`src/rtl/seq_pkg.sv`:
```
// seq_pkg: shared state encoding, pattern constant and count-width helper for the pattern transmitter
package seq_pkg;
   typedef enum logic [1:0] {IDLE = 2'd0, SHIFT = 2'd1, GAP = 2'd2} state_t;
   localparam logic [2:0] PATTERN = 3'b101;
   function automatic int cnt_width(input int width);
      return $clog2(width) + 1;
   endfunction
endpackage

```
`src/rtl/seq101_tracker.sv`:
```
// seq101_tracker: counts overlapping "101" occurrences in a gated bit stream
module seq101_tracker
   import seq_pkg::*;
#(
   parameter int WIDTH = 8
) (
   input  logic                          clk,
   input  logic                          reset,
   input  logic                          clear,
   input  logic                          bit_en,
   input  logic                          bit_val,
   output logic [cnt_width(WIDTH)-1:0]   count
);
   localparam int CW = cnt_width(WIDTH);
   logic [1:0] history;
   always_ff @(posedge clk) begin
      if (reset) begin
         history <= 2'b00;
         count   <= '0;
      end else if (clear) begin
         // the first frame bit arrives with the clear and can never complete a match
         history <= {1'b0, bit_en & bit_val};
         count   <= '0;
      end else if (bit_en) begin
         history <= {history[0], bit_val};
         if ({history, bit_val} == PATTERN) count <= count + CW'(1);
      end
   end
endmodule

```
`src/rtl/seq_pattern_tx.sv`:
```
// seq_pattern_tx: MSB-first serial frame transmitter with zero gap and "101" hit count
module seq_pattern_tx
   import seq_pkg::*;
#(
   parameter int WIDTH      = 8,
   parameter int GAP_CYCLES = 2
) (
   input  logic                          clk,
   input  logic                          reset,
   input  logic [WIDTH-1:0]              data_in,
   input  logic                          start,
   output logic                          ready,
   output logic                          out,
   output logic                          valid,
   output logic                          done,
   output logic [cnt_width(WIDTH)-1:0]   match_cnt
);
   localparam int BW = $clog2(WIDTH);
   state_t           state, state_nxt;
   logic [WIDTH-1:0] shreg;
   logic [BW-1:0]    bit_cnt;
   logic [3:0]       gap_cnt;
   logic             accept, last_bit, gap_end, bit_en, bit_val;
   always_comb begin
      accept    = (state == IDLE) && start;
      last_bit  = (state == SHIFT) && (bit_cnt == '0);
      gap_end   = (state == GAP) && (gap_cnt == 4'd0);
      bit_en    = accept || ((state == SHIFT) && !last_bit);
      bit_val   = accept ? data_in[WIDTH-1] : shreg[WIDTH-1];
      state_nxt = accept ? SHIFT : last_bit ? GAP : gap_end ? IDLE : state;
   end
   assign ready = (state == IDLE);
   always_ff @(posedge clk) begin
      if (reset) state <= IDLE;
      else       state <= state_nxt;
   end
   // shreg[WIDTH-1] always holds the next bit to present on out
   always_ff @(posedge clk) begin
      if (reset) begin
         shreg   <= '0;
         bit_cnt <= '0;
         gap_cnt <= '0;
         out     <= 1'b0;
         valid   <= 1'b0;
         done    <= 1'b0;
      end else begin
         done  <= gap_end;
         out   <= bit_en & bit_val;
         valid <= bit_en;
         if (accept) begin
            shreg   <= data_in << 1;
            bit_cnt <= BW'(WIDTH - 1);
         end else if (bit_en) begin
            shreg   <= shreg << 1;
            bit_cnt <= bit_cnt - BW'(1);
         end
         if (last_bit)           gap_cnt <= 4'(GAP_CYCLES - 1);
         else if (state == GAP)  gap_cnt <= gap_cnt - 4'd1;
      end
   end
   seq101_tracker #(.WIDTH(WIDTH)) u_tracker (
      .clk     (clk),
      .reset   (reset),
      .clear   (accept),
      .bit_en  (bit_en),
      .bit_val (bit_val),
      .count   (match_cnt)
   );
endmodule

```
`config.mk`:
```
export PLATFORM = sky130hd
export DESIGN_NAME = seq_pattern_tx
export DESIGN_NICKNAME = d
export VERILOG_FILES = /design/src/rtl/seq_pkg.sv /design/src/rtl/seq101_tracker.sv /design/src/rtl/seq_pattern_tx.sv
export SDC_FILE = /design/constraint.sdc
export NUM_CORES = 1
export LEC_CHECK = 0
export ABC_CLOCK_PERIOD_IN_PS = 3500
export BUFFER_PORTS_ARGS = -buffer_cell sky130_fd_sc_hd__buf_2
export CORE_MARGIN = 2
export CORE_UTILIZATION = 54
export CTS_BUF_LIST = sky130_fd_sc_hd__clkbuf_4
export CTS_CLUSTER_DIAMETER = 100
export DETAILED_ROUTE_END_ITERATION = 16
export GPL_TIMING_DRIVEN = 0
export MAX_ROUTING_LAYER = met4
export PLACE_DENSITY_LB_ADDON = 0.25
export SYNTH_ARGS = -nofsm -noshare
export SYNTH_HDL_FRONTEND = slang
export SYNTH_SLANG_ARGS = --single-unit
```
`constraint.sdc`:
```
create_clock -name clk -period 3.5 [get_ports clk]
set_input_delay 0 -clock clk [delete_from_list [all_inputs] [get_ports clk]]
set_output_delay 0 -clock clk [all_outputs]
set_load 0.02 [all_outputs]
```
---- Yosys cells after proc, flatten, opt, wreduce, memory -nomap -nowiden ----
Cells that the tools add are included.
word-level totals
  register bits ........................... 25
  bits in latches ......................... 0
  RAM bits ................................ 0
  ROM bits ................................ 0
  input port bits ......................... 11
  output and inout bits ................... 8
  memories ................................ 0
operators by class
  add/sub/neg operators ................... 3
  multipliers ............................. 0
  divide/modulo/power cells ............... 0
  order comparisons ....................... 0
  eq/ne operators ......................... 3
  shift operators ......................... 0
  multiplexer cells ....................... 12
  bitwise operators ....................... 1
  reductions and logical operators ........ 16
operator list
  operator               number
  $mux W8                2
  $mux W1                6
  $mux W3                2
  $reduce_bool A2 Y1     3
  $add A4 B1 Y4 const B  1
  $logic_and A1 B1 Y1    4
  $logic_not A4 Y1       1
  $mux W2                2
  $reduce_or A2 Y1       2
  $sub A4 B1 Y4 const B  1
  $eq A3 B3 Y1 const B   1
  $logic_not A3 Y1       1
  $reduce_bool A3 Y1     1
  $sub A3 B1 Y3 const B  1
  $eq A2 B1 Y1 const B   1
  $eq A2 B2 Y1 const B   1
  $logic_not A2 Y1       1
  $reduce_and A2 Y1      1
  $and A1 B1 Y1          1
  $logic_not A1 Y1       1
  $logic_or A1 B1 Y1     1

---- Logic depth before layout (Yosys ltp) ----
Gate-level depths: netlist (run 1).
  depth in word-level cells ............... 7
  depth in mapped cells ................... 7
  mapped depth without buffers ............ 6

---- By module ----
Synthesis (run 1) repeated with hierarchy kept, for this count alone.
unflattened totals
  cell total of the unflattened synthesis .. 125
  area total of the unflattened synthesis .. 1133.6 um2
by module, submodules not included
  module          instances  cells each  area each (um2)
  seq_pattern_tx  1          99          874.6
  seq101_tracker  1          26          259.0

---- Worst setup path before layout (run 1) ----
OpenSTA, ideal clock, no wires.
  path kind ............................... reg2reg
  start ................................... register bit_cnt[0]
  end ..................................... register u_tracker.count[3]
  data arrival time ....................... 1.299 ns
  path slack .............................. 2.080 ns
  cell stages (with the launch flop) ...... 7
  buffers on the path ..................... 0
  clock period less this slack ............ 1.420 ns
  cell sequence ........................... dfxtp_1 > inv_1 > ha_1 > nand2b_1 > and3_1 > nand4_1 > mux2_2
on the way
  cells in the longest elaborated chain, start to end .. 6
RTL lines
  item                                RTL line              source
  from (decl)                         seq_pattern_tx.sv:21  logic [BW-1:0] bit_cnt;
  from (signal assigned)              seq_pattern_tx.sv:52  bit_cnt <= BW'(WIDTH - 1);
  from (signal assigned)              seq_pattern_tx.sv:55  bit_cnt <= bit_cnt - BW'(1);
  $logic_not A3 Y1                    seq_pattern_tx.sv:26  last_bit = (state == SHIFT) && (bit_cnt == '0);
  $logic_and A1 B1 Y1                 seq_pattern_tx.sv:26
  $logic_not A1 Y1                    seq_pattern_tx.sv:28  bit_en = accept || ((state == SHIFT) && !last_bit);
  $logic_and A1 B1 Y1                 seq_pattern_tx.sv:28
  $logic_or A1 B1 Y1                  seq_pattern_tx.sv:28
  $reduce_and A2 Y1 (no source line)  -
  to (signal assigned)                seq101_tracker.sv:26  if ({history, bit_val} == PATTERN) count <= count + CW'(1);
  to (decl)                           seq101_tracker.sv:12  output logic [cnt_width(WIDTH)-1:0] count
Every way passes these cells.
A chain may end at the register's enable or synchronous reset.

---- Final worst setup path (run 1) ----
  start ................................... register bit_cnt[0]
  end ..................................... register u_tracker.history[0]
on the way
  cells in the longest elaborated chain, start to end .. 7
  elaborated cells between the ends (all ways) .. 8
RTL lines
  item                   RTL line              source
  $logic_not A3 Y1 *     seq_pattern_tx.sv:26
  $logic_and A1 B1 Y1 *  seq_pattern_tx.sv:26
  $logic_not A1 Y1 *     seq_pattern_tx.sv:28
  $logic_and A1 B1 Y1 *  seq_pattern_tx.sv:28
  $logic_or A1 B1 Y1 *   seq_pattern_tx.sv:28
  $and A1 B1 Y1          seq101_tracker.sv:22  history <= {1'b0, bit_en & bit_val};
  $mux W1                seq101_tracker.sv:20  end else if (clear) begin
  to (signal assigned)   seq101_tracker.sv:22
  to (signal assigned)   seq101_tracker.sv:25  history <= {history[0], bit_val};
  to (decl)              seq101_tracker.sv:15  logic [1:0] history;
Mark *: on every way between the ends. The rest lies on a longest branch, timed or not.

==> results_dict.tcl, run 1 <==
set metrics [dict create \
    worst_pin_slew_ns 0.568 \
    end_kind "flip-flop" \
    grt_pass1_vias 939 \
    grt-busiest-layer "met2" \
    numPortBuffers 17 \
    path_clk_slew_ns 0.14 \
    io_pins 19 \
    grt_pass1_wl_mm 4.06 \
    fp.dieH_um 50.0 \
    maxCapViolations 0 \
    h-tree-depth 1 \
    clockRootBuffer "clkbuf_4" \
    vias_per_cell 5.39 \
    critPathArrivalTime_ns 1.87 \
    holdPathStages 4 \
    initial_core_util 0.577 \
    drive_above_1_share 0.219 \
    first_pass_iters 4 \
    place_hpwl_mm 1.66 \
    clk-insertion-delay-late_ns 0.33 \
    slew_headroom 0.621 \
    drtAntennaViolNets 0 \
    synth_area_sq_mm 0.00114 \
    period_minus_slack_ns 1.63 \
    status "finished clean" \
    ys_types 35 \
    ctsResizeCount 0 \
    post-route-drc-count 0 \
    yosysSeqAreaShare 0.438 \
    avgSynthCellArea_sq_um 9.08 \
    worst_slack_ns 1.87 \
    coreArea_sq_mm 0.00198 \
    grt_util_all_layers 0.224 \
    fp.dieW_um 50.0 \
    peakVddDrop_uv 384 \
    fin_crit_sh 0.465 \
    final_util 0.691 \
    p_total_mw 0.698 \
    drt_wl_total_mm 2.39 \
    dp_slack_ns 1.92 \
    nets 172 \
    critPathKind "flip-flop to flip-flop" \
    antenna_found_initial 0 \
    setup_tns_ns 0 \
    fin_skew_ns 0.0138 \
    final_max_slew_viol_count 0 \
    nFillCells 177 \
    rows 16 \
    rsz0062_at_grt "no" \
    grt_start_max_net_pins 15 \
    grtUsageMet1 0.241 \
    drt_iter0_drc 23 \
    dieArea_sq_mm 0.00250 \
    ys_ff_latch 25 \
    gp_congestion 0.777 \
    p_leak_nw 0.564 \
    reg2reg_depth 7 \
    cp.required_ns 3.74 \
    hold_violations 0 \
    whs_ns 0.154 \
    critPathMaxFanout 10 \
    cts.sinks 25 \
    cts-buffers-inserted 3 \
    cts_tree "done" \
    grt_use_met2 0.382 \
    areaGrowthSynthToFinish_pct 19.8 \
    startpoint_type "flip-flop" \
    grt_use_met3 0.0727 \
    num_antenna_cells 0 \
    synthCells 126 \
    hold_class "primary input to flip-flop" \
    fmax_mhz 615 \
    globalRoute.totalOverflow 0 \
    vias 981 \
    wl_per_cell_um 13.1 \
    finalSetupViolCount 0 \
    cts_buffer_depth 2 \
    syn-num-nets 142 \
    power_density_mw_per_mm2 509 \
    yosysWarnings 0 \
]
state kept, by name, summed over array words and instances (netlist names), 2 cells and up:
name	cells
state	2
gap_cnt	4
bit_cnt	3
u_tracker.count	4
u_tracker.history	2
shreg	7
path summary, 6_finish.rpt:
path         slack [ns]                              start                                end
max reg2reg        1.87            bit_cnt[0]$_SDFFE_PP0P_  u_tracker.history[0]$_SDFFE_PP0P_
min reg2reg        0.47  u_tracker.history[1]$_SDFFE_PP0P_  u_tracker.history[1]$_SDFFE_PP0P_
max                1.87            bit_cnt[0]$_SDFFE_PP0P_  u_tracker.history[0]$_SDFFE_PP0P_
min                0.15                              start              shreg[1]$_SDFFE_PP0P_
layout make-up:
| class | instances | area [sq um] | area share |
|---|---|---|---|
| tap | 27 | 33.8 | 0.0247 |
| clock inverter | 1 | 5.00 | 0.00365 |
| multi-input combinational | 89 | 578 | 0.422 |
| buffer | 6 | 42.5 | 0.0311 |
| inverter | 6 | 22.5 | 0.0164 |
| clock buffer | 3 | 22.5 | 0.0164 |
| sequential | 25 | 500 | 0.365 |
| timing repair buffer | 25 | 165 | 0.121 |
through the flow:
step | cell area (sq um) | cells
6_report | 1370 | 182
5_1_grt | 1370 | 182
4_1_cts | 1370 | 182
3_5_place_dp | 1260 | 170
3_3_place_gp | 1260 | 170
2_1_floorplan | 1140 | 126
synth_stat cells, drive strengths merged:
cell      n  share of area
xor2      3          0.023
inv       6          0.020
nor2b     1         0.0077
o22ai     1         0.0055
nand2b    3          0.023
nand4bb   1         0.0098
clkbuf    2         0.0066
and3b     1         0.0077
mux2i     1         0.0088
nand4     2          0.011
o21ai     2         0.0088
and2b     1         0.0066
buf       4          0.031
nand3     3          0.013
a31oi     1         0.0055
or3b      1         0.0077
nor2     17          0.056
a311oi    6          0.073
a21oi     9          0.039
xnor2     2          0.015
and3      1         0.0055
a211oi    2          0.013
ha        5          0.055
mux2      1         0.0098
nand4b    1         0.0077
a22oi     2          0.013
and2      2          0.011
or2       1         0.0055
nand2    18          0.059
nor3      1         0.0044
dfxtp    25           0.44
worst max-delay path: stages, from the launching register on:
cell and delay, ns:
dfxtp_1 0.37, inv_1 0.07, ha_1 0.19, nand2b_1 0.17, and2_1 0.20, buf_4 0.19
nand2_1 0.10, a311oi_2 0.24
report_power, final:
part           total [mW]  leakage [nW]  internal [mW]  switching, mW
registers           0.349         0.205          0.324         0.0256
clock network       0.131        0.0177         0.0430         0.0884
logic               0.217         0.341         0.0923          0.125
total               0.698         0.564          0.459          0.239
routing by layer:
layer,part of all wire,routed length (um)
met2,0.51,1210
met4,0.012,28
met5,0,0
met1,0.43,1040
met3,0.048,114
repair_timing:
| action | CTS | global route |
|---|---|---|
| buffers inserted | 0 | 0 |
| endpoints found under the hold margin | 8 | 0 |
| hold buffers | 8 | 0 |
cell usage in the layout, fill, tap and decap left out, types with 5 or more instances in the layout:
cell / Yosys / routed
dfxtp_1: 25 / 25
nand2_1: 18 / 18
buf_2: 1 / 18
nor2_1: 17 / 17
a21oi_1: 9 / 9
dlygate4sd3_1: 0 / 8
inv_1: 6 / 6
a311oi_2: 5 / 5
ha_1: 5 / 5
logic make-up after synthesis:
logic type,after synthesis,synth area share
AND/OR/NAND/NOR,54,0.235
flip-flops,25,0.438
AO/OA/AOI/OAI,23,0.159
buffers and inverters,12,0.0569
XOR/XNOR,5,0.0383
adder cells (fa/ha/maj),5,0.0547
multiplexers,2,0.0186
(Power assumes the default switching activity.)
==> inputs of run 2 (changes only) <==
- ABC_AREA: not set -> 1
- ABC_CLOCK_PERIOD_IN_PS: 3500 -> 1340
- CORE_UTILIZATION: 54 -> 51
- clock period: 3.5 -> 1.34 ns (I/O delays scaled with it)
==> run 2 against run 1 <==
Against the previous run:
- fmax is 25% higher
- sequential cell count stayed put
- utilization is 3.6 points lower
- worst hold slack worse by 0.10 ns
- register-to-register slack worse by 1.8 ns
- count of clock-buffer cells in the layout is 1 higher
- clock power grew to 2.7 times the previous value
- total power grew to 2.6 times the previous value
- sequential share of layout area is 0.97 points lower
- clock skew is 0.0097 ns lower
- wire length is 2.0% higher
- largest cell class unchanged
==> results_dict.tcl, run 2 <==
set metrics [dict create \
    cpPeakStageDelay_ns 0.35 \
    cts_buffer_depth 2 \
    avgSynthCellArea_sq_um 7.98 \
    crit_slowest_cell "dfxtp_2" \
    hold_class "primary input to flip-flop" \
    critPathMaxFanout 5 \
    drive_above_1_share 0.283 \
    gp_congestion 0.861 \
    drtAntennaViolNets 0 \
    startpoint_type "flip-flop" \
    dieArea_sq_mm 0.00265 \
    final_max_slew_viol_count 0 \
    reg2reg_slack_ns 0.04 \
    h-tree-depth 1 \
    grt_util_all_layers 0.195 \
    path_cells "inv_2 -> ha_4 -> nand2_2 -> nand2_4 -> a21oi_4 -> nand3_2 -> a21oi_2" \
    place_area_sq_mm 0.00127 \
    areaGrowthSynthToFinish_pct 23.7 \
    fmax_mhz 771 \
    drt_iter0_drc 23 \
    place_hpwl_mm 1.66 \
    antenna_found_initial 0 \
    top_register "shreg" \
    fin_skew_ns 0.00408 \
    syn-num-nets 160 \
    rows 17 \
    fp.dieW_um 51.5 \
    clockRootBuffer "clkbuf_4" \
    cts_tree "done" \
    post-route-drc-count 0 \
    grt_pass1_vias 934 \
    ys_types 27 \
    status "finished clean" \
    vias 1046 \
    worst_pin_slew_ns 0.492 \
    ys_ff_latch 25 \
    yosys.area.top_type "dfxtp_1" \
    grt_start_max_net_pins 14 \
    drt_wl_total_mm 2.44 \
    yosysWarnings 0 \
    slew_headroom 0.672 \
    first_pass_iters 4 \
    synthCells 144 \
    nFillCells 190 \
    vias_per_cell 5.20 \
    synth-main-ff-cell "dfxtp_1" \
    async_flop_share 0 \
    num_antenna_cells 0 \
    design_area_sq_mm 0.00142 \
    cp.required_ns 1.59 \
    hold_violations 0 \
    clk-insertion-delay-late_ns 0.31 \
    peakVddDrop_uv 780 \
    cts_setup_buffers 0 \
    cts-buffers-inserted 3 \
    period_minus_slack_ns 1.30 \
    largest_reg_flops 7 \
    synth_common_cells "37 x nand2_1, 25 x dfxtp_1, 13 x inv_1" \
    critPathKind "flip-flop to flip-flop" \
    yosysSeqAreaShare 0.436 \
    power_density_mw_per_mm2 1280 \
    fp.dieH_um 51.5 \
    maxCapViolations 0 \
    nets 190 \
    yosys-top-cells-area "dfxtp_1 44%, nand2_1 12%, ha_1 5.4%, a21oi_1 5.2%, nand3_1 4.8%" \
    synth_top_area_frac 0.436 \
    synth_edf_count 0 \
    path_clk_slew_ns 0.13 \
    finalSetupViolCount 0 \
    cts.sinks 25 \
    numPortBuffers 18 \
    grt_pass1_wl_mm 3.74 \
    wl_per_cell_um 12.1 \
    io_pins 19 \
    yosysMostFrequentCell "nand2_1" \
    p_leak_nw 0.593 \
    top_regs "shreg (7), gap_cnt (4), u_tracker.count (4)" \
    synth_area_sq_mm 0.00115 \
    fin_crit_sh 0.968 \
    critPathArrivalTime_ns 1.55 \
    initial_core_util 0.529 \
    final_util 0.655 \
    layout_common_cells "36 x nand2_1, 21 x dfxtp_1, 18 x buf_2, 11 x inv_1, 10 x a21oi_1" \
    final_common_cell "nand2_1" \
    coreArea_sq_mm 0.00217 \
    end_kind "flip-flop" \
    globalRoute.totalOverflow 0 \
]
-- run 2: cell types whose count changed in the layout (fill, tap and decap cells not counted), moves of 4 or more --
cell	delta
inv_1	+5
inv_2	+4
nand3_2	+4
dfxtp_2	+4
a31oi_1	+4
a311oi_2	-5
dfxtp_1	-4
nand2_1	+18
nor2_1	-9
nand3_1	+5
-- run 2: per-stage QoR --
stage / worst slack [ns] / TNS [ns] / cells / hold slack [ns] / power (mW)
after global placement: 0.0240 / 0 / 190 / 0.247 / 1.39
after floorplan: 0.135 / 0 / 144 / 0.0694 / 1.29
after detailed placement: -0.0126 / -0.0215 / 190 / 0.250 / 1.42
final: 0.0427 / 0 / 201 / 0.0520 / 1.82
after CTS: 0.00175 / 0 / 201 / 0.0522 / 1.80
after global routing: -0.0514 / -0.0630 / 201 / 0.0455 / 1.94
-- run 2: metal layers --
layer | GRT usage | routed length [um] | part of all wire | vias to the layer above
li1 | - | - | - | 532
met1 | 0.215 | 1060 | 0.43 | 490
met2 | 0.338 | 1270 | 0.52 | 20
met3 | 0.0351 | 77 | 0.032 | 4
met4 | 0.0921 | 36 | 0.015 | 0
met5 | - | 0 | 0 | -
-- run 2: cell families (layout without fill, tap and decap cells) --
group | Yosys count | after routing | synth area share
and+or+nand+nor | 68 | 68 | 0.297
AOI/OAI and AO/OA | 25 | 25 | 0.129
DFF | 25 | 25 | 0.436
buffers and inverters | 18 | 47 | 0.0610
adders and majority gates | 5 | 5 | 0.0545
xor gates and xnor gates | 3 | 3 | 0.0229
-- run 2: final timing paths --
path / end / cells past startpoint / start
setup / recovery: u_tracker.count[1]$_SDFFE_PP0P_ / 7 / bit_cnt[0]$_SDFFE_PP0P_
hold / removal: state[0]$_SDFFE_PP0P_ / 3 / start
setup reg to reg: u_tracker.count[1]$_SDFFE_PP0P_ / 7 / bit_cnt[0]$_SDFFE_PP0P_
hold reg to reg: shreg[1]$_SDFFE_PP0P_ / 2 / shreg[1]$_SDFFE_PP0P_
-- run 2: worst max-delay path, delay by kind of cell (launching register included) --
family | cells | cell delay (ns)
AO/OA/AOI/OAI | 2 | 0.38
flip-flops | 1 | 0.35
AND/OR/NAND/NOR | 3 | 0.30
adder cells (fa/ha/maj) | 1 | 0.15
buffers and inverters | 1 | 0.06
-- run 2: final cells by class --
type | count | area (sq um) | share of cell area
sequential | 25 | 505 | 0.356
clock buffer | 4 | 30.0 | 0.0211
multi-input combinational | 101 | 616 | 0.433
tap | 28 | 35.0 | 0.0246
timing repair buffer | 25 | 160 | 0.113
inverter | 17 | 71.3 | 0.0502
buffer | 1 | 3.75 | 0.00264
-- run 2: what timing repair did --
action | CTS | global route
resized for setup | 2 | 14
setup endpoints to repair | 2 | 9
hold buffers | 7 | 0
endpoints found under the hold margin | 8 | 0
pin swaps | 0 | 7
-- run 2: report_power, final --
group	switching, mW	internal [mW]
Clock	0.215	0.137
Combinational	0.370	0.205
Sequential	0.0584	0.834
